$ cat src/rtl/fetch_sequencer_pkg.sv
// fetch_sequencer_pkg: state encoding, default vectors and opcode helpers for the fetch sequencer
package fetch_sequencer_pkg;
  typedef enum logic [3:0] {
    FETCH0 = 4'd0,
    FETCH1 = 4'd1,
    FETCH2 = 4'd2,
    DECODE = 4'd3,
    PTR_LO = 4'd4,
    PTR_HI = 4'd5,
    OPR_LO = 4'd6,
    OPR_HI = 4'd7,
    EXEC   = 4'd8,
    HALTED = 4'd9
  } state_t;
  localparam logic [15:0] DEF_RESET_PC    = 16'h0000;
  localparam logic [15:0] DEF_TRAP_VECTOR = 16'h0010;
  localparam logic [1:0]  SRC_DATA        = 2'b01;
  function automatic logic has_data_byte(input logic [7:0] op);
    return op[7:6] == 2'b10 && op[2:1] == SRC_DATA;
  endfunction
endpackage

$ cat src/rtl/fetch_sequencer_mem_byte_port.sv
// fetch_sequencer_mem_byte_port: registered byte-bus request with a completion pulse on req & ack
module fetch_sequencer_mem_byte_port (
  input  logic        clk,
  input  logic        rst_n,
  input  logic        issue,
  input  logic [15:0] nxt_addr,
  input  logic        nxt_we,
  input  logic [7:0]  nxt_wdata,
  input  logic        mem_ack,
  output logic        mem_req,
  output logic        mem_we,
  output logic [15:0] mem_addr,
  output logic [7:0]  mem_wdata,
  output logic        done
);
  assign done = mem_req & mem_ack;
  always_ff @(posedge clk or negedge rst_n)
    if (!rst_n) begin
      mem_req   <= 1'b0;
      mem_we    <= 1'b0;
      mem_addr  <= 16'h0000;
      mem_wdata <= 8'h00;
    end else if (issue) begin
      mem_req   <= 1'b1;
      mem_we    <= nxt_we;
      mem_addr  <= nxt_addr;
      mem_wdata <= nxt_wdata;
    end else if (done) begin
      mem_req <= 1'b0;
      mem_we  <= 1'b0;
    end
endmodule

$ cat src/rtl/fetch_sequencer.sv
// fetch_sequencer: multi-cycle fetch/operand/execute control FSM owning the program counter
module fetch_sequencer
  import fetch_sequencer_pkg::*;
#(
  parameter logic [15:0] RESET_PC    = DEF_RESET_PC,
  parameter logic [15:0] TRAP_VECTOR = DEF_TRAP_VECTOR
) (
  input  logic        clk,
  input  logic        rst_n,
  input  logic        run,
  output logic        mem_req,
  output logic        mem_we,
  output logic [15:0] mem_addr,
  output logic [7:0]  mem_wdata,
  input  logic [7:0]  mem_rdata,
  input  logic        mem_ack,
  output logic [15:0] inst,
  output logic [7:0]  data,
  output logic        dec_en,
  input  logic [1:0]  dec_bytes,
  input  logic        dec_source_ram,
  input  logic        dec_source_indirect,
  input  logic        dec_store,
  input  logic        dec_halt,
  input  logic        dec_trap,
  input  logic [15:0] ea,
  input  logic [15:0] store_val,
  output logic [15:0] operand,
  output logic        exec,
  input  logic        pc_load,
  input  logic [15:0] pc_target,
  output logic [15:0] pc,
  output logic        halted
);
  state_t      state, state_nxt;
  logic        done, issue, nxt_we, store_q, fetch2_q;
  logic [15:0] nxt_addr, pc_nxt;
  logic [7:0]  nxt_wdata, ptr_lo;
  fetch_sequencer_mem_byte_port u_port (
    .clk       (clk),
    .rst_n     (rst_n),
    .issue     (issue),
    .nxt_addr  (nxt_addr),
    .nxt_we    (nxt_we),
    .nxt_wdata (nxt_wdata),
    .mem_ack   (mem_ack),
    .mem_req   (mem_req),
    .mem_we    (mem_we),
    .mem_addr  (mem_addr),
    .mem_wdata (mem_wdata),
    .done      (done)
  );
  assign pc_nxt = dec_trap ? TRAP_VECTOR :
                  pc_load  ? pc_target   :
                  pc + {14'b0, dec_bytes} + {15'b0, fetch2_q};
  always_ff @(posedge clk or negedge rst_n)
    if (!rst_n) state <= FETCH0;
    else        state <= state_nxt;
  always_comb begin
    state_nxt = state;
    case (state)
      FETCH0:  if (done) state_nxt = mem_rdata[7] ? FETCH1 : DECODE;
      FETCH1:  if (done) state_nxt = has_data_byte(inst[15:8]) ? FETCH2 : DECODE;
      FETCH2:  if (done) state_nxt = DECODE;
      DECODE:  state_nxt = dec_source_indirect ? PTR_LO :
                           (dec_source_ram || dec_store) ? OPR_LO : EXEC;
      PTR_LO:  if (done) state_nxt = PTR_HI;
      PTR_HI:  if (done) state_nxt = OPR_LO;
      OPR_LO:  if (done) state_nxt = OPR_HI;
      OPR_HI:  if (done) state_nxt = EXEC;
      EXEC:    state_nxt = dec_halt ? HALTED : FETCH0;
      default: state_nxt = HALTED;
    endcase
  end
  // Next transfer is loaded on the completing edge so back-to-back bus states keep mem_req high
  always_comb begin
    exec      = state == EXEC;
    dec_en    = state == DECODE || state == EXEC;
    halted    = state == HALTED;
    issue     = 1'b0;
    nxt_addr  = mem_addr + 16'd1;
    nxt_we    = 1'b0;
    nxt_wdata = 8'h00;
    case (state)
      FETCH0: begin
        issue    = (!mem_req && run) || (done && mem_rdata[7]);
        nxt_addr = mem_req ? mem_addr + 16'd1 : pc;
      end
      FETCH1: issue = done && has_data_byte(inst[15:8]);
      DECODE: begin
        issue     = dec_source_indirect || dec_source_ram || dec_store;
        nxt_addr  = ea;
        nxt_we    = dec_store && !dec_source_indirect;
        nxt_wdata = store_val[7:0];
      end
      PTR_LO: issue = done;
      PTR_HI: begin
        issue     = done;
        nxt_addr  = {mem_rdata, ptr_lo};
        nxt_we    = store_q;
        nxt_wdata = store_val[7:0];
      end
      OPR_LO: begin
        issue     = done;
        nxt_we    = store_q;
        nxt_wdata = store_val[15:8];
      end
      EXEC: begin
        issue    = run && !dec_halt;
        nxt_addr = pc_nxt;
      end
      default: ;
    endcase
  end
  always_ff @(posedge clk or negedge rst_n)
    if (!rst_n) begin
      pc       <= RESET_PC;
      inst     <= 16'h0000;
      data     <= 8'h00;
      operand  <= 16'h0000;
      ptr_lo   <= 8'h00;
      store_q  <= 1'b0;
      fetch2_q <= 1'b0;
    end else begin
      if (done && state == FETCH0) begin
        inst     <= {mem_rdata, 8'h00};
        data     <= 8'h00;
        fetch2_q <= 1'b0;
      end
      if (done && state == FETCH1) inst[7:0] <= mem_rdata;
      if (done && state == FETCH2) begin
        data     <= mem_rdata;
        fetch2_q <= 1'b1;
      end
      if (state == DECODE) store_q <= dec_store;
      if (done && state == PTR_LO) ptr_lo <= mem_rdata;
      if (done && state == OPR_LO && !store_q) operand[7:0] <= mem_rdata;
      if (done && state == OPR_HI && !store_q) operand[15:8] <= mem_rdata;
      if (state == EXEC) pc <= pc_nxt;
    end
endmodule

$ cat config.mk
export PLATFORM = sky130hd
export DESIGN_NAME = fetch_sequencer
export DESIGN_NICKNAME = d
export VERILOG_FILES = /design/src/rtl/fetch_sequencer_pkg.sv /design/src/rtl/fetch_sequencer_mem_byte_port.sv /design/src/rtl/fetch_sequencer.sv
export SDC_FILE = /design/constraint.sdc
export NUM_CORES = 1
export LEC_CHECK = 0
export CORE_MARGIN = 3
export CORE_UTILIZATION = 48
export DETAILED_ROUTE_END_ITERATION = 12
export MAX_ROUTING_LAYER = met4
export PLACE_DENSITY = 0.87
export RECOVER_POWER = 100
export SYNTH_ARGS = -nofsm -noshare
export SYNTH_HDL_FRONTEND = slang
export SYNTH_SLANG_ARGS = --single-unit
$ cat constraint.sdc
create_clock -name clk -period 3.1 [get_ports clk]
set_input_delay 0.465 -clock clk [delete_from_list [all_inputs] [get_ports clk]]
set_output_delay 0.465 -clock clk [all_outputs]
set_load 0.01 [all_outputs]
==> impl_metrics.tcl, run 1 <==
set metrics [dict create \
    outcome "completed" \
    yosysUniqueCellTypes 70 \
    die_h_um 111 \
    cp-end-kind "output pin" \
    crit_fanout 18 \
    numCtsBuffers 9 \
    cp-endpoint "exec" \
    r2r_start "state[1]" \
    final_nets 767 \
    syn_area_um2 5260 \
    fp.dieW_um 111 \
    synth_nets 616 \
    async_flop_share_pct 100 \
    final.min_clock_period_ps 2970 \
    cts_hold_buf 0 \
    finalPower_mw 6.40 \
    slew_headroom_pct 9.10 \
    core_area_um2 10500 \
    vias_per_cell 6.21 \
    hold_path.class "input port to async pin" \
    swShare_pct 43.0 \
    switching_power_mw 2.76 \
    place_ws_ps -76.3 \
    netlist_instances 544 \
    rrSetupSlack_ps 260 \
    first_iter_violations 579 \
    place.gp.congestion 0.993 \
    drc_errors 0 \
    hold_viol 0 \
    fin_crit_sh_pct 95.9 \
    antenna_found_initial 0 \
    drive_gt1_share_pct 10.4 \
    placed_cell_area_um2 6950 \
    clock_path_buffers 2 \
    start_util_pct 50.0 \
    cts_setup_buffers 0 \
    ys.flop_type "dfrtp_1" \
    pwr-share-clk_pct 13.1 \
    cts-root-buf "clkbuf_8" \
    holdWs_ps 361 \
    wirelength_um 17000 \
    worst_slew_pin_slew_ps 1360 \
    rsz0062_at_grt "false" \
    portBuffers 152 \
    yosysWarnings 0 \
    track_usage_pct 28.1 \
    synth_edf_count 0 \
    ys_ff_latch 96 \
    internal_power_mw 3.65 \
    critPathRequiredTime_ps 2630 \
    combPwrFrac_pct 50.0 \
    setup_ws_ps 127 \
    syn2layout_area_growth_pct 34.7 \
    fin_area_um2 7080 \
    fillCellCount 828 \
    drv_slew 0 \
    path_clk_slew_ps 110 \
    dp.cells 820 \
    critPathLaunch "state[1]" \
    final_cells 836 \
    arrival_ps 2510 \
    cts.sinks 96 \
    grt_pass1_vias 5075 \
    r2r_end "u_port.mem_addr[7]" \
    rows 37 \
    syn_avg_cell_area_um2 9.66 \
    clock_skew_ps 17.0 \
    yosysSeqAreaShare_pct 45.7 \
    grt-ovfl-total 0 \
    vdd_ir_drop_max_mv 0.407 \
    dp_hpwl_um 12500 \
    worstSetupPathType "register to output pin" \
    diodes 0 \
    dr_total_vias 5191 \
    fmax_mhz 336 \
    worstSetupStartpointType "register" \
    antenna_left 0 \
    p_leak_nw 3.07 \
    wl_per_cell_um 20.3 \
    num_io_pins 153 \
    setup_viol 0 \
    htreeDepth 3 \
    firstDrtPassIters 6 \
    grt_first_pass_wirelength_um 27300 \
    power_density_nw_per_um2 904 \
    cts_tree "built" \
    grt_max_degree 53 \
    max_cap_viol_count 0 \
    seqPwrFrac_pct 37.0 \
    die_area_um2 12200 \
    ctsResizeCount 0 \
    r2r_cells 6 \
    clk_latency_ps 380 \
]
[layout make-up]
cell class | count | area (um2) | area share, %
Clock buffer | 10 | 138 | 1.94
Timing Repair Buffer | 174 | 1660 | 23.4
Inverter | 15 | 56.3 | 0.795
Tap cell | 136 | 170 | 2.40
Clock inverter | 6 | 57.6 | 0.813
Multi-Input combinational cell | 399 | 2600 | 36.7
Sequential cell | 96 | 2400 | 33.9
[state kept, by name, summed over array words and instances, names as in the netlist]
| name | count |
|---|---|
| inst | 16 |
| operand | 16 |
| pc | 16 |
| u_port.mem_addr | 16 |
| data | 8 |
| ptr_lo | 8 |
| u_port.mem_wdata | 8 |
| state | 4 |
| fetch2_q | 1 |
| store_q | 1 |
| u_port.mem_req | 1 |
| u_port.mem_we | 1 |
[per-stage QoR]
step | setup TNS [ps] | utilization (%)
after floorplan | 0 | -
after global placement | -120 | 66.1
after detailed placement | -162 | 66.1
after CTS | 0 | 68.0
after global routing | 0 | 67.4
final | 0 | 67.4
[power groups by stage]
stage | logic, mW | registers, mW | clock network [mW]
2_1_floorplan | 1.79 | 2.39 | 0
3_3_place_gp | 3.28 | 2.36 | 0
3_5_place_dp | 3.37 | 2.38 | 0
4_1_cts | 3.38 | 2.37 | 0.847
5_1_grt | 3.48 | 2.44 | 0.896
6_report | 3.20 | 2.37 | 0.837
[cell usage after synthesis (3+ instances only)]
library cell	n	area share (%)
a21o_1	6	0.86
a21oi_1	13	1.2
a222oi_1	10	1.9
a22o_1	20	3.3
a22oi_1	16	2.3
a31oi_1	5	0.59
and3_1	5	0.59
buf_2	11	1.0
buf_6	3	0.64
clkbuf_1	18	1.3
dfrtp_1	96	46
inv_1	15	1.1
mux2_2	25	5.4
nand2_1	75	5.4
nand2b_1	8	0.95
nand3_1	17	1.6
nand4_1	3	0.36
nor2_1	24	1.7
nor2b_1	9	1.1
nor3_1	10	0.95
nor3_2	3	0.57
nor4_1	3	0.36
o211ai_1	4	0.57
o21a_1	4	0.57
o21ai_0	59	5.6
o22ai_1	3	0.36
o311a_1	3	0.57
o31ai_1	7	1.0
or3_1	3	0.36
or4_1	5	0.71
xnor2_1	5	0.83
xor2_1	9	1.5
[how the worst min path moves through the flow]
stage / start / to / cells after the start
2_1_floorplan: rst_n / data[0] / 0
3_3_place_gp: inst[8] / inst[8] / 2
3_5_place_dp: u_port.mem_wdata[3] / u_port.mem_wdata[3] / 2
4_1_cts: rst_n / pc[3] / 1
5_1_grt: rst_n / pc[3] / 1
6_report: rst_n / pc[3] / 1
[worst max-delay path, cell delays in order (launching register included)]
cell and delay [ps]:
dfrtp_1 570, or4b_1 860, inv_1 160, clkdlybuf4s50_1 550
[placed cells by master (no fill, tap or decap), types with 3 or more instances in the layout]
cell type        count
clkbuf_1             6
o21ai_0             60
o31ai_1              7
o311a_1              3
clkbuf_8            10
nor2b_1              9
nor4_1               3
and3_1               5
a21o_1               6
nand2_1             75
nand4_1              3
inv_1               15
nor3_2               3
clkdlybuf4s50_1     68
a21oi_1             13
o21a_1               4
a31oi_1              5
xnor2_1              5
inv_8                3
a22o_1              20
xor2_1               9
dlygate4sd3_1       83
or4_1                5
buf_4               15
nor4_2               3
o211ai_1             4
dfrtp_1             96
nand3_1             17
nor3_1              10
mux2_2              25
o22ai_1              3
or3_1                3
a22oi_1             16
nand2b_1             8
a222oi_1            10
nor2_1              24
[cell families (layout without fill, tap and decap cells)]
| logic type | count (synthesis) | in the layout | share of synthesized area, % |
|---|---|---|---|
| XOR/XNOR | 14 | 14 | 2.33 |
| buffers and inverters | 49 | 205 | 4.33 |
| multiplexers | 26 | 26 | 5.54 |
| flip-flops | 96 | 96 | 45.7 |
| adder cells (fa/ha/maj) | 4 | 4 | 1.24 |
| AND/OR/NAND/NOR | 183 | 183 | 18.1 |
| AO/OA/AOI/OAI | 172 | 172 | 22.8 |
[routing by layer]
layer / global-route usage [%] / share of wire [%]
met1: 39.0 / 42
met2: 40.4 / 44
met3: 8.02 / 12
met4: 8.21 / 1.8
met5: - / 0
(Power assumes the default switching activity.)
==> inputs of run 2 (changes only) <==
--- a/config.mk
+++ b/config.mk
@@ -5,6 +5,7 @@
 export SDC_FILE = /design/constraint.sdc
 export NUM_CORES = 1
 export LEC_CHECK = 0
+export ABC_AREA = 1
 export CORE_MARGIN = 3
 export CORE_UTILIZATION = 48
 export DETAILED_ROUTE_END_ITERATION = 12
==> run 2 against run 1 <==
  * The flow now finishes with violations (capacitance limit, slew limit)
  * Power down 1.3%
  * Synthesized area shrank 1.7%
  * Largest cell class unchanged
  * Wire length rose by 2.3%
  * Sequential power shrank 5%
  * Cell area decreased by 1.4%
==> impl_metrics.tcl, run 2 <==
set metrics [dict create \
    drc_errors 0 \
    fin_crit_sh_pct 90.3 \
    drive_gt1_share_pct 4.04 \
    wirelength_um 17400 \
    min-delay-start "u_port.mem_wdata[5]" \
    ys_ff_latch 96 \
    power_density_nw_per_um2 905 \
    fin_util_pct 67.0 \
    yosysMostFrequentCell "nand2_1" \
    cts_tree "built" \
    cts_setup_buffers 0 \
    rrSetupSlack_ps 420 \
    drv_slew 76 \
    layout_commonest_cell "nand2_1" \
    die_h_um 110 \
    num_io_pins 153 \
    vdd_ir_drop_max_mv 0.556 \
    path_buf_inv 2 \
    antenna_found_initial 0 \
    worstSetupStartpointType "register" \
    worst_slew_pin_slew_ps 1930 \
    worstSetupPathType "register to output pin" \
    die_area_um2 12100 \
    crit_fanout 6 \
    ctsResizeCount 0 \
    path_clk_slew_ps 100 \
    fin_area_um2 6980 \
    rows 37 \
    slowest_delay_ps 570 \
    dp_hpwl_um 13000 \
    syn_area_um2 5170 \
    p_leak_nw 3.37 \
    r2r_end "u_port.mem_addr[0]" \
    vias_per_cell 5.63 \
    final_cell_mix "nand2_1 (195), dfrtp_1 (96), o21ai_0 (90), dlygate4sd3_1 (87), nor2_1 (69)" \
    finalPower_mw 6.32 \
    outcome "finished with violations" \
    yosys.area.top_type "dfrtp_1" \
    synth_commonest_cells "nand2_1 (193), dfrtp_1 (96), o21ai_0 (80)" \
    firstDrtPassIters 5 \
    cpLargestDelayFamily "buffers and inverters" \
    synth_nets 759 \
    yosysTopAreaCellShare_pct 46.5 \
    htreeDepth 3 \
    async_flop_share_pct 100 \
    first_iter_violations 402 \
    critPathRequiredTime_ps 2630 \
    grt-ovfl-total 0 \
    numCtsBuffers 9 \
    synthTopCellsByArea "dfrtp_1 (46%), nand2_1 (14%), o21ai_0 (7.7%), nand3_1 (5.5%), nor2_1 (4.9%)" \
    cts_hold_buf 0 \
    netlist_instances 687 \
    clk_latency_ps 370 \
    core_area_um2 10400 \
    yosysSeqAreaShare_pct 46.5 \
    diodes 0 \
    grt_max_degree 76 \
    grt_first_pass_wirelength_um 27700 \
    fmax_mhz 357 \
    r2r_start "state[0]" \
    start_util_pct 49.6 \
    antenna_left 0 \
    cts.sinks 96 \
    hold_path.class "register to register" \
    cts-root-buf "clkbuf_8" \
    r2r_cells 9 \
    rsz0062_at_grt "false" \
    fp.dieW_um 110 \
    yosysWarnings 0 \
    arrival_ps 2330 \
    final.min_clock_period_ps 2800 \
    place.gp.congestion 0.929 \
    dr_total_vias 5502 \
    slew_headroom_pct -28.4 \
    syn2layout_area_growth_pct 35.0 \
    portBuffers 152 \
    ys.flop_type "dfrtp_1" \
    syn_avg_cell_area_um2 7.53 \
    critPathLaunch "state[0]" \
    wl_per_cell_um 17.8 \
    grt_pass1_vias 5489 \
    violations "capacitance limit, slew limit" \
    cp_slowest_cell "clkdlybuf4s50_1" \
    cp-end-kind "output pin" \
    hold_depth 2 \
    track_usage_pct 30.9 \
    setup_tns_ps 0 \
    placed_cell_area_um2 6810 \
    clock_path_buffers 2 \
    hold_viol 0 \
    setup_viol 0 \
    hold_end "u_port.mem_wdata[5]" \
    max_cap_viol_count 1 \
    final_nets 909 \
    yosysUniqueCellTypes 42 \
    synth_edf_count 0 \
    cp_cell_sequence "nor2_1, nand2_1, inv_1, clkdlybuf4s50_1" \
    clock_skew_ps 13.3 \
]
[run 2: cells by family (layout without fill, tap and decap cells)]
family | after synthesis | after routing | synth area share, %
adder cells (fa/ha/maj) | 4 | 4 | 1.26
flip-flops | 96 | 96 | 46.5
AO/OA/AOI/OAI | 144 | 144 | 15.5
buffers and inverters | 81 | 235 | 6.37
AND/OR/NAND/NOR | 354 | 354 | 29.1
XOR/XNOR | 8 | 8 | 1.36
[run 2: cell type report]
| class | instances | area (um2) |
|---|---|---|
| timing repair buffer | 158 | 1550 |
| inverter | 62 | 233 |
| multi-input combinational | 510 | 2420 |
| clock buffer | 9 | 124 |
| tap | 136 | 170 |
| fill | 906 | 3440 |
| clock inverter | 6 | 76.3 |
| sequential | 96 | 2400 |
[run 2: report_power, final]
group          switching [mW]  internal, mW  total, mW  leakage (nW)
clock                   0.479         0.385      0.863         0.103
combinational            1.88          1.33       3.21          2.07
sequential              0.486          1.76       2.25          1.20
[run 2: how the worst max path moves through the flow]
stage	endpoint	slack, ps	cells after the start
6_report	exec	300	4
5_1_grt	dec_en	170	4
4_1_cts	u_port.mem_addr[6]	490	15
3_5_place_dp	u_port.mem_addr[6]	110	15
3_3_place_gp	u_port.mem_addr[10]	180	15
2_1_floorplan	u_port.mem_addr[10]	780	13
[run 2: metal layers]
metal	routed length, um	vias to the layer above	track usage (%)	share of wire, %
met5	0	-	-	0
met4	563	0	13.2	3.2
li1	-	2573	-	-
met3	1650	40	7.46	9.5
met1	7050	2605	38.7	41
met2	8110	284	48.1	47
[run 2: through the flow]
stage	hold WS [ps]	instances	setup slack, ps
3_5_place_dp	474	962	114
6_report	490	977	302
5_1_grt	515	977	168
2_1_floorplan	169	687	782
4_1_cts	261	977	488
3_3_place_gp	466	962	177
[run 2: worst min-delay path, delay by kind of cell, from the launching register on]
family           cells  cell delay, ps
AND/OR/NAND/NOR      1              50
flip-flops           1             350
AO/OA/AOI/OAI        1              60
